==> src/rtl/sort_pkg.sv <==
// ============================================================================
// Module : sort_pkg
// Brief  : Shared types, constants and helpers for the sorter unload path.
//          Optional feature macro used by sort_vec_unload: SORT_CHECK_EN.
// Rev    : 1.0  initial release
// ============================================================================
`default_nettype none

package sort_pkg;

  // Default element width; elem_t is the element type at that width.
  localparam int ELEM_W = 4;
  typedef logic [ELEM_W-1:0] elem_t;

  // Unload controller states.
  typedef enum logic [0:0] {
    S_IDLE  = 1'b0,
    S_DRAIN = 1'b1
  } unload_st_e;

  // Index width for an n-element vector; never narrower than one bit.
  function automatic int idx_w(input int n);
    return (n > 1) ? $clog2(n) : 1;
  endfunction

endpackage

`default_nettype wire

==> src/rtl/sort_order_chk.sv <==
// ============================================================================
// Module : sort_order_chk
// Brief  : Combinational order check of a packed vector. ok=1 when every
//          adjacent pair satisfies the ASCEND ordering (unsigned compare).
// Rev    : 1.0  initial release
// ============================================================================
`default_nettype none

module sort_order_chk #(
  parameter int DATA_W = 4,
  parameter int DATA_N = 4,
  parameter bit ASCEND = 1'b1
) (
  input  logic [DATA_N-1:0][DATA_W-1:0] vec,
  output logic                          ok
);

  // Any adjacent pair out of order clears ok; equal neighbours are allowed.
  always_comb begin
    ok = 1'b1;
    for (int i = 0; i < DATA_N - 1; i++) begin
      if (ASCEND) begin
        if (vec[i] > vec[i+1]) ok = 1'b0;
      end else begin
        if (vec[i] < vec[i+1]) ok = 1'b0;
      end
    end
  end

endmodule

`default_nettype wire

==> src/rtl/sort_vec_unload.sv <==
// ============================================================================
// Module : sort_vec_unload
// Brief  : Serialises sorted DATA_N x DATA_W vectors into an element stream.
//          One active buffer plus one shadow buffer give bubble-free
//          back-to-back draining. Optional order checker under SORT_CHECK_EN
//          adds the sticky err_unsorted output.
// Rev    : 1.0  initial release
// ============================================================================
`default_nettype none

module sort_vec_unload
  import sort_pkg::*;
#(
  parameter  int DATA_W = 4,
  parameter  int DATA_N = 4,
  parameter  bit ASCEND = 1'b1,
  localparam int IDX_W  = idx_w(DATA_N)
) (
  input  logic                          clk,
  input  logic                          rst_n,
  input  logic                          in_valid,
  output logic                          in_ready,
  input  logic [DATA_N-1:0][DATA_W-1:0] data_in,
  output logic                          out_valid,
  input  logic                          out_ready,
  output logic [DATA_W-1:0]             out_data,
  output logic [IDX_W-1:0]              out_idx,
  output logic                          out_last,
  output logic                          busy
`ifdef SORT_CHECK_EN
  ,
  output logic                          err_unsorted
`endif
);

  localparam logic [IDX_W-1:0] C_LAST_IDX = IDX_W'(DATA_N - 1);

  typedef logic [DATA_N-1:0][DATA_W-1:0] vec_t;

  unload_st_e       r_state;
  unload_st_e       w_next_state;
  vec_t             r_active;
  vec_t             r_shadow;
  logic             r_shadow_full;
  logic             r_rdy_en;
  logic [IDX_W-1:0] r_idx;

  logic w_in_acc;
  logic w_out_acc;
  logic w_at_last;

  assign w_in_acc  = in_valid & in_ready;
  assign w_out_acc = out_valid & out_ready;
  assign w_at_last = (r_idx == C_LAST_IDX);

  // State register.
  always_ff @(posedge clk or negedge rst_n) begin
    if (!rst_n) r_state <= S_IDLE;
    else        r_state <= w_next_state;
  end

  // Next state: leave DRAIN only on a last beat with nothing to refill from.
  always_comb begin
    w_next_state = r_state;
    case (r_state)
      S_IDLE:  if (w_in_acc) w_next_state = S_DRAIN;
      S_DRAIN: if (w_out_acc && w_at_last && !r_shadow_full && !w_in_acc)
                 w_next_state = S_IDLE;
      default: w_next_state = S_IDLE;
    endcase
  end

  // Outputs: element select from the active buffer, ready gated until the
  // first clock after reset so no vector is taken while reset is settling.
  always_comb begin
    out_valid = (r_state == S_DRAIN);
    out_data  = r_active[r_idx];
    out_idx   = r_idx;
    out_last  = (r_state == S_DRAIN) & w_at_last;
    busy      = (r_state == S_DRAIN) | r_shadow_full;
    in_ready  = r_rdy_en & ~r_shadow_full;
  end

  // Buffers and index: load/advance/reload. A shadow write can never
  // coincide with a shadow move, since in_ready is low while it is full.
  always_ff @(posedge clk or negedge rst_n) begin
    if (!rst_n) begin
      r_rdy_en      <= 1'b0;
      r_active      <= '0;
      r_shadow      <= '0;
      r_shadow_full <= 1'b0;
      r_idx         <= '0;
    end else begin
      r_rdy_en <= 1'b1;
      if (r_state == S_IDLE) begin
        if (w_in_acc) begin
          r_active <= data_in;
          r_idx    <= '0;
        end
      end else begin
        if (w_out_acc && !w_at_last) begin
          r_idx <= r_idx + IDX_W'(1);
        end else if (w_out_acc) begin
          if (r_shadow_full) begin
            r_active      <= r_shadow;
            r_idx         <= '0;
            r_shadow_full <= 1'b0;
          end else if (w_in_acc) begin
            r_active <= data_in;
            r_idx    <= '0;
          end
        end
        if (w_in_acc && !(w_out_acc && w_at_last)) begin
          r_shadow      <= data_in;
          r_shadow_full <= 1'b1;
        end
      end
    end
  end

`ifdef SORT_CHECK_EN
  logic w_order_ok;
  logic r_err;

  sort_order_chk #(
    .DATA_W (DATA_W),
    .DATA_N (DATA_N),
    .ASCEND (ASCEND)
  ) u_order_chk (
    .vec (data_in),
    .ok  (w_order_ok)
  );

  // Sticky error: any accepted out-of-order vector latches it until reset.
  always_ff @(posedge clk or negedge rst_n) begin
    if (!rst_n)                     r_err <= 1'b0;
    else if (w_in_acc && !w_order_ok) r_err <= 1'b1;
  end

  assign err_unsorted = r_err;
`endif

endmodule

`default_nettype wire
==> config.mk <==
export PLATFORM = sky130hd
export DESIGN_NAME = sort_vec_unload
export DESIGN_NICKNAME = d
export VERILOG_FILES = /design/src/rtl/sort_pkg.sv /design/src/rtl/sort_order_chk.sv /design/src/rtl/sort_vec_unload.sv
export SDC_FILE = /design/constraint.sdc
export NUM_CORES = 1
export LEC_CHECK = 0
export ABC_CLOCK_PERIOD_IN_PS = 1980
export CORE_MARGIN = 4
export CORE_UTILIZATION = 45
export CTS_BUF_LIST = sky130_fd_sc_hd__clkbuf_4 sky130_fd_sc_hd__clkbuf_8
export CTS_CLUSTER_SIZE = 12
export DETAILED_ROUTE_END_ITERATION = 12
export PLACE_DENSITY_LB_ADDON = 0.1
export SETUP_SLACK_MARGIN = 0.05
export SLEW_MARGIN = 10
export SYNTH_ARGS = -nofsm -noshare
export SYNTH_HDL_FRONTEND = slang
export SYNTH_SLANG_ARGS = --single-unit
export TNS_END_PERCENT = 5
==> constraint.sdc <==
create_clock -name clk -period 1.98 [get_ports clk]
set_input_delay 0.495 -clock clk [delete_from_list [all_inputs] [get_ports clk]]
set_output_delay 0.495 -clock clk [all_outputs]
set_load 0.02 [all_outputs]
* Yosys cells after proc, flatten, opt, wreduce, memory -nomap -nowiden
Cells that the tools add are included.
** Operators by class
- $add $sub $neg :: 1
- Order comparisons :: 1
- Eq/ne operators :: 5
- Mux-type cells :: 18
- Bitwise operators :: 7
- Reduce and logical (&&, ||, !) cells :: 13
** Operators by type and width (number)
- 16-bit two-way mux :: 5
- 2-bit two-way mux :: 5
- 4-bit binary-select mux with 2-bit select :: 1
- 1-bit logical AND :: 5
- 1-bit two-way mux :: 5
- 1-bit bitwise AND :: 4
- 1-bit zero test :: 4
- 4-bit two-way mux :: 1
- 2-bit by 1-bit != test with 1-bit output, second input constant :: 2
- 2-bit AND reduction :: 2
- 2-bit by 3-bit less-than comparator with 1-bit output, second input constant :: 1
- 3-bit by 1-bit != test with 1-bit output, second input constant :: 1
- 3-bit AND reduction :: 1
- 2-bit by 1-bit adder with 2-bit output, second input constant :: 1
- 2-bit equality test, second input constant :: 1
- 2-bit != test, second input constant :: 1
- 1-bit NOT :: 2
- 1-bit one-hot mux with 2 select lines :: 1
- 2-bit nonzero test :: 1
- 1-bit OR :: 1
** Storage, ports and cells
- Flip-flop bits (word level) :: 37
- Bits of input ports :: 20
- Output and inout bits :: 10

* Longest topological paths before layout
- Depth after elaboration :: 8
- Depth in mapped cells :: 5

* Worst setup path after synthesis
No wires, ideal clock.
- Path kind :: reg-to-output
- Start point :: register r_idx[0], in the netlist out_idx[0]
- End point :: output out_data[0]
- Arrival :: 1.404 ns
- Required time :: 1.485 ns
- Path slack :: 0.081 ns
- Cell stages (with the launch flop) :: 3
- Buffers on the path :: 1
- Cells stage by stage :: dfrtp_1 clkbuf_1 mux4_2
** On the way
- Longest elaborated chain between the ends :: 2
** RTL lines
- from (decl) :: line sort_vec_unload.sv:46 : logic [IDX_W-1:0] r_idx;
- from (signal assigned) :: line sort_vec_unload.sv:102 : r_idx <= r_idx + IDX_W'(1);
- 4-bit binary-select mux with 2-bit select :: line sort_vec_unload.sv:77 : out_data = r_active[r_idx];
- 4-bit two-way mux (implied by the code) :: line sort_vec_unload.sv:77
- to (decl) :: line sort_vec_unload.sv:26 : output logic [DATA_W-1:0] out_data,
No other way between the ends. The select of a mux whose other input is x is not followed.

* Final worst setup path
- Start point :: register r_idx[0], in the netlist out_idx[0]
- End point :: output out_data[3]
The elaborated chain is that of the path after synthesis.

==> flow_summary.json <==
{
  "status": "complete, but fails checks",
  "violations": "setup timing",
  "initial_utilization": 0.466,
  "grt_overflow": 0,
  "vias": 1104,
  "path_clk_slew_ps": 70,
  "top_layer_used": "met4",
  "power_density_nw_per_um2": 1620,
  "num_io_pins": 30,
  "routedWlPerCell_um": 16.6,
  "die-area_um2": 5270,
  "grt_max_degree": 38,
  "cp_slowest_cell": "mux4_2",
  "finalSetupTns_ps": -16.0,
  "grt_use_total": 0.154,
  "cpPeakStageDelay_ps": 500,
  "synth_area_leaders": "dfrtp_1, mux2_2, mux2_4, mux4_2, buf_6",
  "slew_violations": 0,
  "cts.sinks": 37,
  "wl_met3_um": 145,
  "critical_path_class": "flop to primary output",
  "min_period_over_period": 1.01,
  "root_buffer": "clkbuf_8",
  "synth_flop_cell": "dfrtp_1",
  "clockBufferDepth": 2,
  "synthesis.nets": 141,
  "synthesis.area_um2": 1880,
  "syn_area_per_cell_um2": 15.7,
  "ys_seq_elements": 37,
  "diodes": 0,
  "rsz0062_at_grt": "yes",
  "grt_pass1_vias": 1214,
  "antenna_found_initial": 0,
  "critical_path_required_ps": 1480,
  "totalWireLength_mm": 3.54,
  "synth_cells": 120,
  "postRouteAntennaNets": 0,
  "rows": 23,
  "fin_nets": 183,
  "portBuffers": 29,
  "synth.most_common_cell": "dfrtp_1",
  "fin_ws_ps": -11.7,
  "clk_latency_ps": 280,
  "area_growth_pct": 26.4,
  "htreeDepth": 2,
  "cts_hold_buf": 0,
  "dp_hpwl_mm": 2.55,
  "place_ws_ps": -153,
  "clock_skew_ps": 2.89,
  "hold_path.class": "primary input to asynchronous set/reset pin",
  "drc": 0,
  "hold_viol_final": 0,
  "setup_viol": 2,
  "ir_drop_mv": 0.716,
  "yosysTopAreaCellShare": 0.493,
  "postSynth.asyncResetShare": 1.00,
  "fin_crit_ps": 1990,
  "start_kind": "flop",
  "path_cells": "buf_12 -> mux4_2 -> buf_6",
  "cts_made_buffers": 5,
  "synth-edff-count": 0,
  "via_per_inst": 5.18,
  "grt_pass1_wl_mm": 6.07,
  "leakagePower_nw": 1.06,
  "crit_family": "multiplexers",
  "end_kind": "primary output",
  "crit_fanout": 5,
  "yosysSeqAreaShare": 0.493,
  "synth_commonest_cells": "dfrtp_1, mux2_2, mux2_4, mux4_2, buf_6",
  "yosysWarnings": 0,
  "drt-initial-drc-count": 39,
  "ys_types": 30,
  "core-area_um2": 4030,
  "dieWidth_um": 72.6,
  "cp_data_arrival_time_ps": 1500,
  "die_h_um": 72.6,
  "dr_wl_met2_mm": 1.82,
  "drt_pass1_iterations": 4,
  "synth_largest_area_cell": "dfrtp_1",
  "cts_tree": "yes",
  "wl_met1_mm": 1.55,
  "maxCapViolCount": 0,
  "path_buf_inv": 2,
  "fmax_mhz": 502,
  "gp_congestion": 0.843,
  "drive_gt1_frac": 0.540
}
metal layers:
| metal | up-vias | GRT usage |
|---|---|---|
| met5 | - | 0 |
| met4 | 0 | 0.0553 |
| met3 | 2 | 0.0441 |
| met2 | 17 | 0.255 |
| met1 | 563 | 0.192 |
| li1 | 522 | - |
layout make-up:
cell class,instances,area [µm²]
inverter,2,7.51
clock buffer,5,68.8
multi-input combinational,75,885
timing repair buffer,41,403
clock inverter,3,17.5
tap,50,62.6
sequential,37,930
fill,351,1660
repair_timing:
action | 4_1_cts | 5_1_grt
setup endpoints to repair | 33 | 31
pin swaps | 1 | 1
resized for setup | 33 | 3
setup buffers | 0 | 1
through the flow:
stage                     cells  hold slack, ps  instance area [µm²]   util  power, mW
after floorplan             120             199                 1880      -       2.79
after global placement      204             480                 2270  0.563       3.29
after detailed placement    204             490                 2270  0.563       3.36
after CTS                   212             258                 2350  0.584       3.88
after global routing        213             291                 2370  0.589       4.12
final                       213             249                 2370  0.589       3.85
worst paths after layout:
| check | startpoint | to | slack [ps] | cells past startpoint |
|---|---|---|---|---|
| worst max-delay path | out_idx[0] | out_data[3] | -10 | 3 |
| min in group clk | r_shadow[4] | r_shadow[4] | 510 | 1 |
| worst min register to register | r_shadow[4] | r_shadow[4] | 510 | 1 |
| worst min-delay path | rst_n | r_shadow[3] | 250 | 2 |
| max in group asynchronous | rst_n | r_shadow_full | 1390 | 2 |
| worst max register to register | out_idx[0] | r_shadow[3] | 120 | 7 |
worst register-to-register path, delay by kind of cell (launching register included):
family          cells  cell delay [ps]
compound gates      1              140
fa+ha+maj           1              200
buf+inv             3              510
flops               1              460
mux                 1              300
simple gates        1              130
power by group:
group	leakage (nW)	total (mW)	switching, mW	internal [mW]
sequential	0.443	1.40	0.268	1.13
clock	0.0439	0.505	0.263	0.243
combinational	0.576	1.95	0.736	1.22
layout by cell type (no fill, tap or decap), types with 2 or more instances in the layout:
cell,n
mux2_4,17
mux2_2,30
buf_4,10
dlygate4sd2_1,5
a22o_1,2
dfrtp_1,34
clkbuf_8,5
buf_2,2
a31oi_1,2
inv_1,2
clkdlybuf4s50_1,18
dfrtp_2,3
nand2b_1,2
buf_6,3
buf_12,3
mux4_2,4
clkinv_2,2
sequential cells by signal, indices dropped and copies added, names as in the netlist:
signal         count
r_active          16
r_shadow          16
out_idx            2
out_valid          1
r_rdy_en           1
r_shadow_full      1
cells by family after synthesis:
logic type | share of synthesized area
muxes | 0.375
DFF | 0.493
AOI/OAI and AO/OA | 0.0426
and+or+nand+nor | 0.0420
buffers and inverters | 0.0386
adders and majority gates | 0.00666
other | 0.00200
No activity file was read; power rests on OpenSTA's default activity.
